`src/rtl/mc_ctrl_pkg.sv`:
```
// Shared definitions for the multi-cycle MIPS main control FSM.
// Holds the state encoding, the supported opcodes, the ALUop codes handed
// to the ALU control decoder, and the packed control word produced by
// mc_ctrl_decode and gated by multi_cycle_ctrl.
package mc_ctrl_pkg;

  typedef enum logic [3:0] {
    S_FETCH    = 4'd0,
    S_DECODE   = 4'd1,
    S_MEMADR   = 4'd2,
    S_MEMRD    = 4'd3,
    S_MEMWB    = 4'd4,
    S_MEMWR    = 4'd5,
    S_EXEC     = 4'd6,
    S_RTYPE_WB = 4'd7,
    S_BRANCH   = 4'd8,
    S_JUMP     = 4'd9,
    S_ADDI_EX  = 4'd10,
    S_ADDI_WB  = 4'd11
  } state_t;

  localparam logic [5:0] OP_R    = 6'b000000;
  localparam logic [5:0] OP_LW   = 6'b100011;
  localparam logic [5:0] OP_SW   = 6'b101011;
  localparam logic [5:0] OP_BEQ  = 6'b000100;
  localparam logic [5:0] OP_J    = 6'b000010;
  localparam logic [5:0] OP_ADDI = 6'b001000;

  localparam logic [1:0] ALUOP_ADD  = 2'b00;
  localparam logic [1:0] ALUOP_SUB  = 2'b01;
  localparam logic [1:0] ALUOP_FUNC = 2'b10;

  // Raw per-state control word, before reset and mem_ready gating.
  typedef struct packed {
    logic       pc_write;
    logic       pc_write_cond;
    logic       iord;
    logic       mem_read;
    logic       mem_write;
    logic       ir_write;
    logic       memtoreg;
    logic       regdst;
    logic       reg_write;
    logic       alusrca;
    logic [1:0] alusrcb;
    logic [1:0] aluop;
    logic [1:0] pcsource;
    logic       instr_done;
  } ctrl_t;

  function automatic logic op_legal(input logic [5:0] op);
    return op inside {OP_R, OP_LW, OP_SW, OP_BEQ, OP_J, OP_ADDI};
  endfunction

endpackage

```
`src/rtl/multi_cycle_ctrl_if.sv`:
```
// Control bundle between the main FSM and the multi-cycle datapath.
// master: the controller (reads Op/mem_ready, drives every enable/select).
// slave : the datapath/memory side (drives Op/mem_ready, reads controls).
// state is a debug view of the controller's current state.
interface multi_cycle_ctrl_if #(parameter int OPW = 6);
  logic [OPW-1:0] Op;
  logic           mem_ready;
  logic           PCWrite;
  logic           PCWriteCond;
  logic           IorD;
  logic           MemRead;
  logic           MemWrite;
  logic           IRWrite;
  logic           MemtoReg;
  logic           RegDst;
  logic           RegWrite;
  logic           ALUSrcA;
  logic [1:0]     ALUSrcB;
  logic [1:0]     ALUop;
  logic [1:0]     PCSource;
  logic           instr_done;
  logic           illegal_op;
  logic [3:0]     state;

  modport master (
    input  Op, mem_ready,
    output PCWrite, PCWriteCond, IorD, MemRead, MemWrite, IRWrite,
           MemtoReg, RegDst, RegWrite, ALUSrcA, ALUSrcB, ALUop, PCSource,
           instr_done, illegal_op, state
  );

  modport slave (
    output Op, mem_ready,
    input  PCWrite, PCWriteCond, IorD, MemRead, MemWrite, IRWrite,
           MemtoReg, RegDst, RegWrite, ALUSrcA, ALUSrcB, ALUop, PCSource,
           instr_done, illegal_op, state
  );
endinterface

```
`src/rtl/mc_ctrl_decode.sv`:
```
// Combinational state-to-control-word decoder for the main control FSM.
// Ports: state (current FSM state) -> ctrl (raw Moore control word).
// mem_ready and reset gating are applied by the caller.
module mc_ctrl_decode
  import mc_ctrl_pkg::*;
(
  input  state_t state,
  output ctrl_t  ctrl
);

  always_comb begin
    ctrl = '0;
    case (state)
      S_FETCH: begin
        ctrl.mem_read = 1'b1;
        ctrl.ir_write = 1'b1;
        ctrl.pc_write = 1'b1;
        ctrl.alusrcb  = 2'b01;
        ctrl.aluop    = ALUOP_ADD;
      end
      S_DECODE: begin
        // Branch target is computed speculatively into ALUOut.
        ctrl.alusrcb = 2'b11;
        ctrl.aluop   = ALUOP_ADD;
      end
      S_MEMADR: begin
        ctrl.alusrca = 1'b1;
        ctrl.alusrcb = 2'b10;
        ctrl.aluop   = ALUOP_ADD;
      end
      S_MEMRD: begin
        ctrl.mem_read = 1'b1;
        ctrl.iord     = 1'b1;
      end
      S_MEMWB: begin
        ctrl.reg_write  = 1'b1;
        ctrl.memtoreg   = 1'b1;
        ctrl.instr_done = 1'b1;
      end
      S_MEMWR: begin
        ctrl.mem_write  = 1'b1;
        ctrl.iord       = 1'b1;
        ctrl.instr_done = 1'b1;
      end
      S_EXEC: begin
        ctrl.alusrca = 1'b1;
        ctrl.alusrcb = 2'b00;
        ctrl.aluop   = ALUOP_FUNC;
      end
      S_RTYPE_WB: begin
        ctrl.reg_write  = 1'b1;
        ctrl.regdst     = 1'b1;
        ctrl.instr_done = 1'b1;
      end
      S_BRANCH: begin
        ctrl.alusrca       = 1'b1;
        ctrl.alusrcb       = 2'b00;
        ctrl.aluop         = ALUOP_SUB;
        ctrl.pc_write_cond = 1'b1;
        ctrl.pcsource      = 2'b01;
        ctrl.instr_done    = 1'b1;
      end
      S_JUMP: begin
        ctrl.pc_write   = 1'b1;
        ctrl.pcsource   = 2'b10;
        ctrl.instr_done = 1'b1;
      end
      S_ADDI_EX: begin
        ctrl.alusrca = 1'b1;
        ctrl.alusrcb = 2'b10;
        ctrl.aluop   = ALUOP_ADD;
      end
      S_ADDI_WB: begin
        ctrl.reg_write  = 1'b1;
        ctrl.instr_done = 1'b1;
      end
      default: ctrl = '0;
    endcase
  end

endmodule

```
`src/rtl/multi_cycle_ctrl.sv`:
```
// Main control FSM for the multi-cycle MIPS datapath.
// Ports: clk, rst_n (synchronous, active-low), bus (master modport):
//   Op/mem_ready in; PC/memory/IR/register-file enables, mux selects,
//   ALUop, instr_done, illegal_op and the debug state out.
// Holds the state register and next-state logic; per-state controls come
// from mc_ctrl_decode and are gated here by mem_ready and reset.
module multi_cycle_ctrl
  import mc_ctrl_pkg::*;
#(
  parameter int OPW = 6
) (
  input logic                clk,
  input logic                rst_n,
  multi_cycle_ctrl_if.master bus
);

  state_t         state_q, state_d;
  ctrl_t          raw, gated;
  logic           illegal;
  logic [OPW-1:0] op;
  logic           mr;

  assign op = bus.Op;
  assign mr = bus.mem_ready;

  mc_ctrl_decode u_decode (
    .state (state_q),
    .ctrl  (raw)
  );

  always_ff @(posedge clk) begin
    if (!rst_n) state_q <= S_FETCH;
    else        state_q <= state_d;
  end

  always_comb begin
    state_d = S_FETCH;
    case (state_q)
      S_FETCH:  state_d = mr ? S_DECODE : S_FETCH;
      S_DECODE: begin
        case (op)
          OP_LW, OP_SW: state_d = S_MEMADR;
          OP_R:         state_d = S_EXEC;
          OP_BEQ:       state_d = S_BRANCH;
          OP_J:         state_d = S_JUMP;
          OP_ADDI:      state_d = S_ADDI_EX;
          default:      state_d = S_FETCH;
        endcase
      end
      // The IR is held stable after fetch, so Op still selects LW vs SW here.
      S_MEMADR:   state_d = (op == OP_SW) ? S_MEMWR : S_MEMRD;
      S_MEMRD:    state_d = mr ? S_MEMWB : S_MEMRD;
      S_MEMWR:    state_d = mr ? S_FETCH : S_MEMWR;
      S_EXEC:     state_d = S_RTYPE_WB;
      S_ADDI_EX:  state_d = S_ADDI_WB;
      default:    state_d = S_FETCH;
    endcase
  end

  always_comb begin
    gated   = raw;
    illegal = 1'b0;
    // IR and PC only load on the cycle the fetch actually completes.
    if (state_q == S_FETCH) begin
      gated.ir_write = raw.ir_write & mr;
      gated.pc_write = raw.pc_write & mr;
    end
    // MemWrite stays up through the wait; the store retires on mem_ready.
    if (state_q == S_MEMWR) gated.instr_done = raw.instr_done & mr;
    if (state_q == S_DECODE && !op_legal(op)) begin
      illegal          = 1'b1;
      gated.instr_done = 1'b1;
    end
    // Reset suppresses every strobe, aborting any in-flight write-back.
    if (!rst_n) begin
      gated   = '0;
      illegal = 1'b0;
    end
  end

  assign bus.PCWrite     = gated.pc_write;
  assign bus.PCWriteCond = gated.pc_write_cond;
  assign bus.IorD        = gated.iord;
  assign bus.MemRead     = gated.mem_read;
  assign bus.MemWrite    = gated.mem_write;
  assign bus.IRWrite     = gated.ir_write;
  assign bus.MemtoReg    = gated.memtoreg;
  assign bus.RegDst      = gated.regdst;
  assign bus.RegWrite    = gated.reg_write;
  assign bus.ALUSrcA     = gated.alusrca;
  assign bus.ALUSrcB     = gated.alusrcb;
  assign bus.ALUop       = gated.aluop;
  assign bus.PCSource    = gated.pcsource;
  assign bus.instr_done  = gated.instr_done;
  assign bus.illegal_op  = illegal;
  assign bus.state       = rst_n ? state_q : S_FETCH;

endmodule

```
`src/flat_wrapper.sv`:
```
// flat-port wrapper written by rule: the top's interface ports become plain ports
module multi_cycle_ctrl_flat import mc_ctrl_pkg::*;
#(
  parameter int OPW = 6
)
  (clk, rst_n, bus_Op, bus_mem_ready, bus_PCWrite, bus_PCWriteCond, bus_IorD, bus_MemRead, bus_MemWrite, bus_IRWrite, bus_MemtoReg, bus_RegDst, bus_RegWrite, bus_ALUSrcA, bus_ALUSrcB, bus_ALUop, bus_PCSource, bus_instr_done, bus_illegal_op, bus_state);
  multi_cycle_ctrl_if #(.OPW(OPW)) bus_i ();
  input logic clk;
  input logic rst_n;
  input wire logic [$bits(bus_i.Op)-1:0] bus_Op;
  input wire logic [$bits(bus_i.mem_ready)-1:0] bus_mem_ready;
  output wire logic [$bits(bus_i.PCWrite)-1:0] bus_PCWrite;
  output wire logic [$bits(bus_i.PCWriteCond)-1:0] bus_PCWriteCond;
  output wire logic [$bits(bus_i.IorD)-1:0] bus_IorD;
  output wire logic [$bits(bus_i.MemRead)-1:0] bus_MemRead;
  output wire logic [$bits(bus_i.MemWrite)-1:0] bus_MemWrite;
  output wire logic [$bits(bus_i.IRWrite)-1:0] bus_IRWrite;
  output wire logic [$bits(bus_i.MemtoReg)-1:0] bus_MemtoReg;
  output wire logic [$bits(bus_i.RegDst)-1:0] bus_RegDst;
  output wire logic [$bits(bus_i.RegWrite)-1:0] bus_RegWrite;
  output wire logic [$bits(bus_i.ALUSrcA)-1:0] bus_ALUSrcA;
  output wire logic [$bits(bus_i.ALUSrcB)-1:0] bus_ALUSrcB;
  output wire logic [$bits(bus_i.ALUop)-1:0] bus_ALUop;
  output wire logic [$bits(bus_i.PCSource)-1:0] bus_PCSource;
  output wire logic [$bits(bus_i.instr_done)-1:0] bus_instr_done;
  output wire logic [$bits(bus_i.illegal_op)-1:0] bus_illegal_op;
  output wire logic [$bits(bus_i.state)-1:0] bus_state;
  assign bus_i.Op = bus_Op;
  assign bus_i.mem_ready = bus_mem_ready;
  assign bus_PCWrite = bus_i.PCWrite;
  assign bus_PCWriteCond = bus_i.PCWriteCond;
  assign bus_IorD = bus_i.IorD;
  assign bus_MemRead = bus_i.MemRead;
  assign bus_MemWrite = bus_i.MemWrite;
  assign bus_IRWrite = bus_i.IRWrite;
  assign bus_MemtoReg = bus_i.MemtoReg;
  assign bus_RegDst = bus_i.RegDst;
  assign bus_RegWrite = bus_i.RegWrite;
  assign bus_ALUSrcA = bus_i.ALUSrcA;
  assign bus_ALUSrcB = bus_i.ALUSrcB;
  assign bus_ALUop = bus_i.ALUop;
  assign bus_PCSource = bus_i.PCSource;
  assign bus_instr_done = bus_i.instr_done;
  assign bus_illegal_op = bus_i.illegal_op;
  assign bus_state = bus_i.state;
  multi_cycle_ctrl #(.OPW(OPW)) u_core (.clk(clk), .rst_n(rst_n), .bus(bus_i));
endmodule
```
`config.mk`:
```
export PLATFORM = sky130hd
export DESIGN_NAME = multi_cycle_ctrl_flat
export DESIGN_NICKNAME = d
export VERILOG_FILES = /design/src/rtl/mc_ctrl_pkg.sv /design/src/rtl/multi_cycle_ctrl_if.sv /design/src/rtl/mc_ctrl_decode.sv /design/src/rtl/multi_cycle_ctrl.sv /design/src/flat_wrapper.sv
export SDC_FILE = /design/constraint.sdc
export NUM_CORES = 1
export LEC_CHECK = 0
export ABC_AREA = 1
export CAP_MARGIN = 20
export CORE_AREA = 2 2 44 46
export CTS_BUF_LIST = sky130_fd_sc_hd__clkbuf_4
export CTS_CLUSTER_DIAMETER = 120
export DETAILED_ROUTE_END_ITERATION = 12
export DIE_AREA = 0 0 46 48
export PLACE_DENSITY = 0.81
export SETUP_SLACK_MARGIN = 0.05
export SLEW_MARGIN = 20
export SYNTH_ARGS = -nofsm -noshare
export SYNTH_HDL_FRONTEND = slang
export SYNTH_SLANG_ARGS = --single-unit
```
`constraint.sdc`:
```
create_clock -name clk -period 1.16 [get_ports clk]
set_input_delay 0.232 -clock clk [delete_from_list [all_inputs] [get_ports clk]]
set_output_delay 0.232 -clock clk [all_outputs]
set_load 0.005 [all_outputs]
```
==> metrics.yaml <==
max_flop_register: "u_core.state_q"
dr.pass1.iters: 4
finalSetupViolations: 26
grt.total_usage_pct: 24.0
grt_max_degree: 12
drtIter0Drc: 17
routabilityCongestion: 0.847
crit_chain: "nor2_4 > buf_6 > inv_2 > nor2_4 > a21oi_2 > a21oi_1 > buf_2"
worstMarginPinSlew_ns: 0.185
fmax_mhz: 631
fin_ws_ns: -0.425
grt_setup_unrepaired: "yes"
drc: 0
ys_seq_area_share_pct: 13.9
end_kind: "output pin"
outcome: "complete, but fails checks"
finalInstanceArea_mm2: 0.00131
die_w_um: 46
critical_path_class: "reg -> out"
ir_drop_mv: 0.307
slew_viol_final: 0
chipHeight_um: 48
grt_overflow_total: 0
rows: 15
top_regs: "u_core.state_q (4)"
pwr-share-comb_pct: 43.8
hold_class: "in -> reg"
clkPwrFrac_pct: 31.3
max_stage_delay_ns: 0.35
post-route-util_pct: 77.5
dp_hpwl_um: 1500
insertion_delay_ns: 0.24
wl_per_cell_um: 14.7
min_period_ns: 1.59
seqPwrFrac_pct: 24.9
cts.clk_slew.worst_paths_ns: 0.04
core_area_mm2: 0.00169
cp_max_fo: 4
cap_viol_max_count: 0
critical_path.startpoint: "u_core.state_q[2]$_SDFF_PN0_"
grt_pass1_wl_um: 3790
synthDominantCellAreaShare_pct: 19.5
h-tree-depth: 1
whs_ns: 0.495
viasPerCell: 5.14
cp_common_cell: "nor2_4"
cts-buffers-inserted: 3
p_sw_mw: 0.194
grt_pass1_vias: 921
hp-start: "rst_n"
die-area_mm2: 0.00221
io_pins: 31
multi_input_area_um2: 548
ys_ff_latch: 4
yosys_warnings: 0
place_area_mm2: 0.00105
synthTopCellsByArea: "nand2_1, nor2_1, inv_1"
relSlewSlack_pct: 87.6
final_nets: 195
cp_data_arrival_time_ns: 1.35
cts_hold_buf: 0
synth.distinct_cells: 18
syn_area_um2: 577
via_count: 1033
area_growth_pct: 127
rr_startpoint: "u_core.state_q[1]$_SDFF_PN0_"
largest_reg_flops: 4
numPortBuffers: 30
cts_tree: "yes"
yosysTopAreaCell: "nand2_1"
antenna_left: 0
failed_checks: "setup timing"
cpMaxStageDelayCell: "dfxtp_4"
synthCells: 119
p_sw_share_pct: 34.6
cts.sinks: 4
p_leak_nw: 0.776
register_area_um2: 95.1
antenna_found_initial: 0
fin_skew_ns: 0.000428
power.internal_mw: 0.366
synth_area_per_cell_um2: 4.85
pwr_density_cell_mw_per_mm2: 428
initial_utilization_pct: 34.1
drt_wl_total_um: 2950
clock-root-buffer: "clkbuf_4"
drive_above_1_share_pct: 63.0
cts_buffer_depth: 2
hold_violations: 0
period_share_pct: 137
syn_nets: 128
nFillCells: 123
worstPathRequired_ns: 0.93
cp-start-kind: "flip-flop"
n_antenna_cell: 0
through the flow:
| stage | cells | setup WS [ns] | TNS [ns] | power, mW |
|---|---|---|---|---|
| final | 201 | -0.425 | -6.43 | 0.560 |
| after global routing | 201 | -0.467 | -7.28 | 0.580 |
| after CTS | 197 | -0.344 | -5.13 | 0.527 |
| after detailed placement | 183 | -0.848 | -15.40 | 0.332 |
| after global placement | 183 | -0.796 | -15.10 | 0.326 |
| after floorplan | 119 | 0.0527 | 0 | 0.227 |
final timing paths:
kind	endpoint	slack [ns]	depth (start not counted)
hold reg to reg	u_core.state_q[3]$_SDFF_PN0_	0.80	5
hold / removal	u_core.state_q[3]$_SDFF_PN0_	0.49	4
setup / recovery	bus_ALUSrcA	-0.43	7
setup reg to reg	u_core.state_q[1]$_SDFF_PN0_	-0.15	11
cell usage in the layout (no fill, tap or decap), types with 6 or more instances in the layout:
cell type	n
nand2_4	6
buf_6	16
buf_2	20
buf_4	20
nand2_2	10
dlygate4sd2_1	6
nor2_1	19
inv_2	10
nand2_1	18
inv_1	13
layout make-up:
type	count	share of cell area (%)
multi-input cells	85	41.9
flip-flops and latches	4	7.27
repair buffers	66	39.3
well taps	17	1.63
clock buffers	3	1.72
inverters	26	8.22
synthesized netlist by cell type:
| master | number |
|---|---|
| nor2_4 | 1 |
| inv_1 | 22 |
| nand4_1 | 1 |
| nand2_1 | 30 |
| nor3_1 | 2 |
| nand3_1 | 9 |
| nor2_1 | 25 |
| buf_4 | 2 |
| a21oi_1 | 8 |
| clkinv_1 | 1 |
| nand2_2 | 5 |
| a31oi_1 | 1 |
| dfxtp_1 | 4 |
| nor2_2 | 1 |
| o22ai_1 | 1 |
| o21ai_0 | 1 |
| inv_2 | 3 |
| buf_2 | 2 |
metal layers:
metal | GRT usage (%) | vias to the layer above | share of wire (%)
li1 | - | 491 | -
met1 | 23.7 | 479 | 38
met3 | 3.40 | 8 | 6.6
met5 | 0 | - | 0
met4 | 8.57 | 0 | 1.9
met2 | 49.7 | 55 | 53
power groups by stage:
stage	logic [mW]	clock network (mW)	registers, mW
global route	0.261	0.179	0.140
CTS	0.216	0.172	0.140
floorplan	0.0775	0	0.149
detailed placement	0.183	0	0.149
global placement	0.177	0	0.149
finish	0.245	0.175	0.140
kinds of logic after synthesis:
group                  Yosys count  synth area share, %
DFF                              4                 13.9
buffers and inverters           30                 21.3
and+or+nand+nor                 74                 54.9
AOI/OAI and AO/OA               11                 9.98
repair_timing:
action	4_1_cts	5_1_grt
endpoints found under the setup margin	26	26
cloned	0	0
gates resized for setup	141	29
pin swaps	26	23
setup buffers	12	8
worst max-delay path: cells and delay by family (launching register included):
kind / cells / cell delay [ns]
buffers and inverters: 3 / 0.29
and+or+nand+nor: 2 / 0.26
DFF: 1 / 0.35
AOI/OAI and AO/OA: 2 / 0.21
Note: power is estimated with default switching activity, not from simulation.
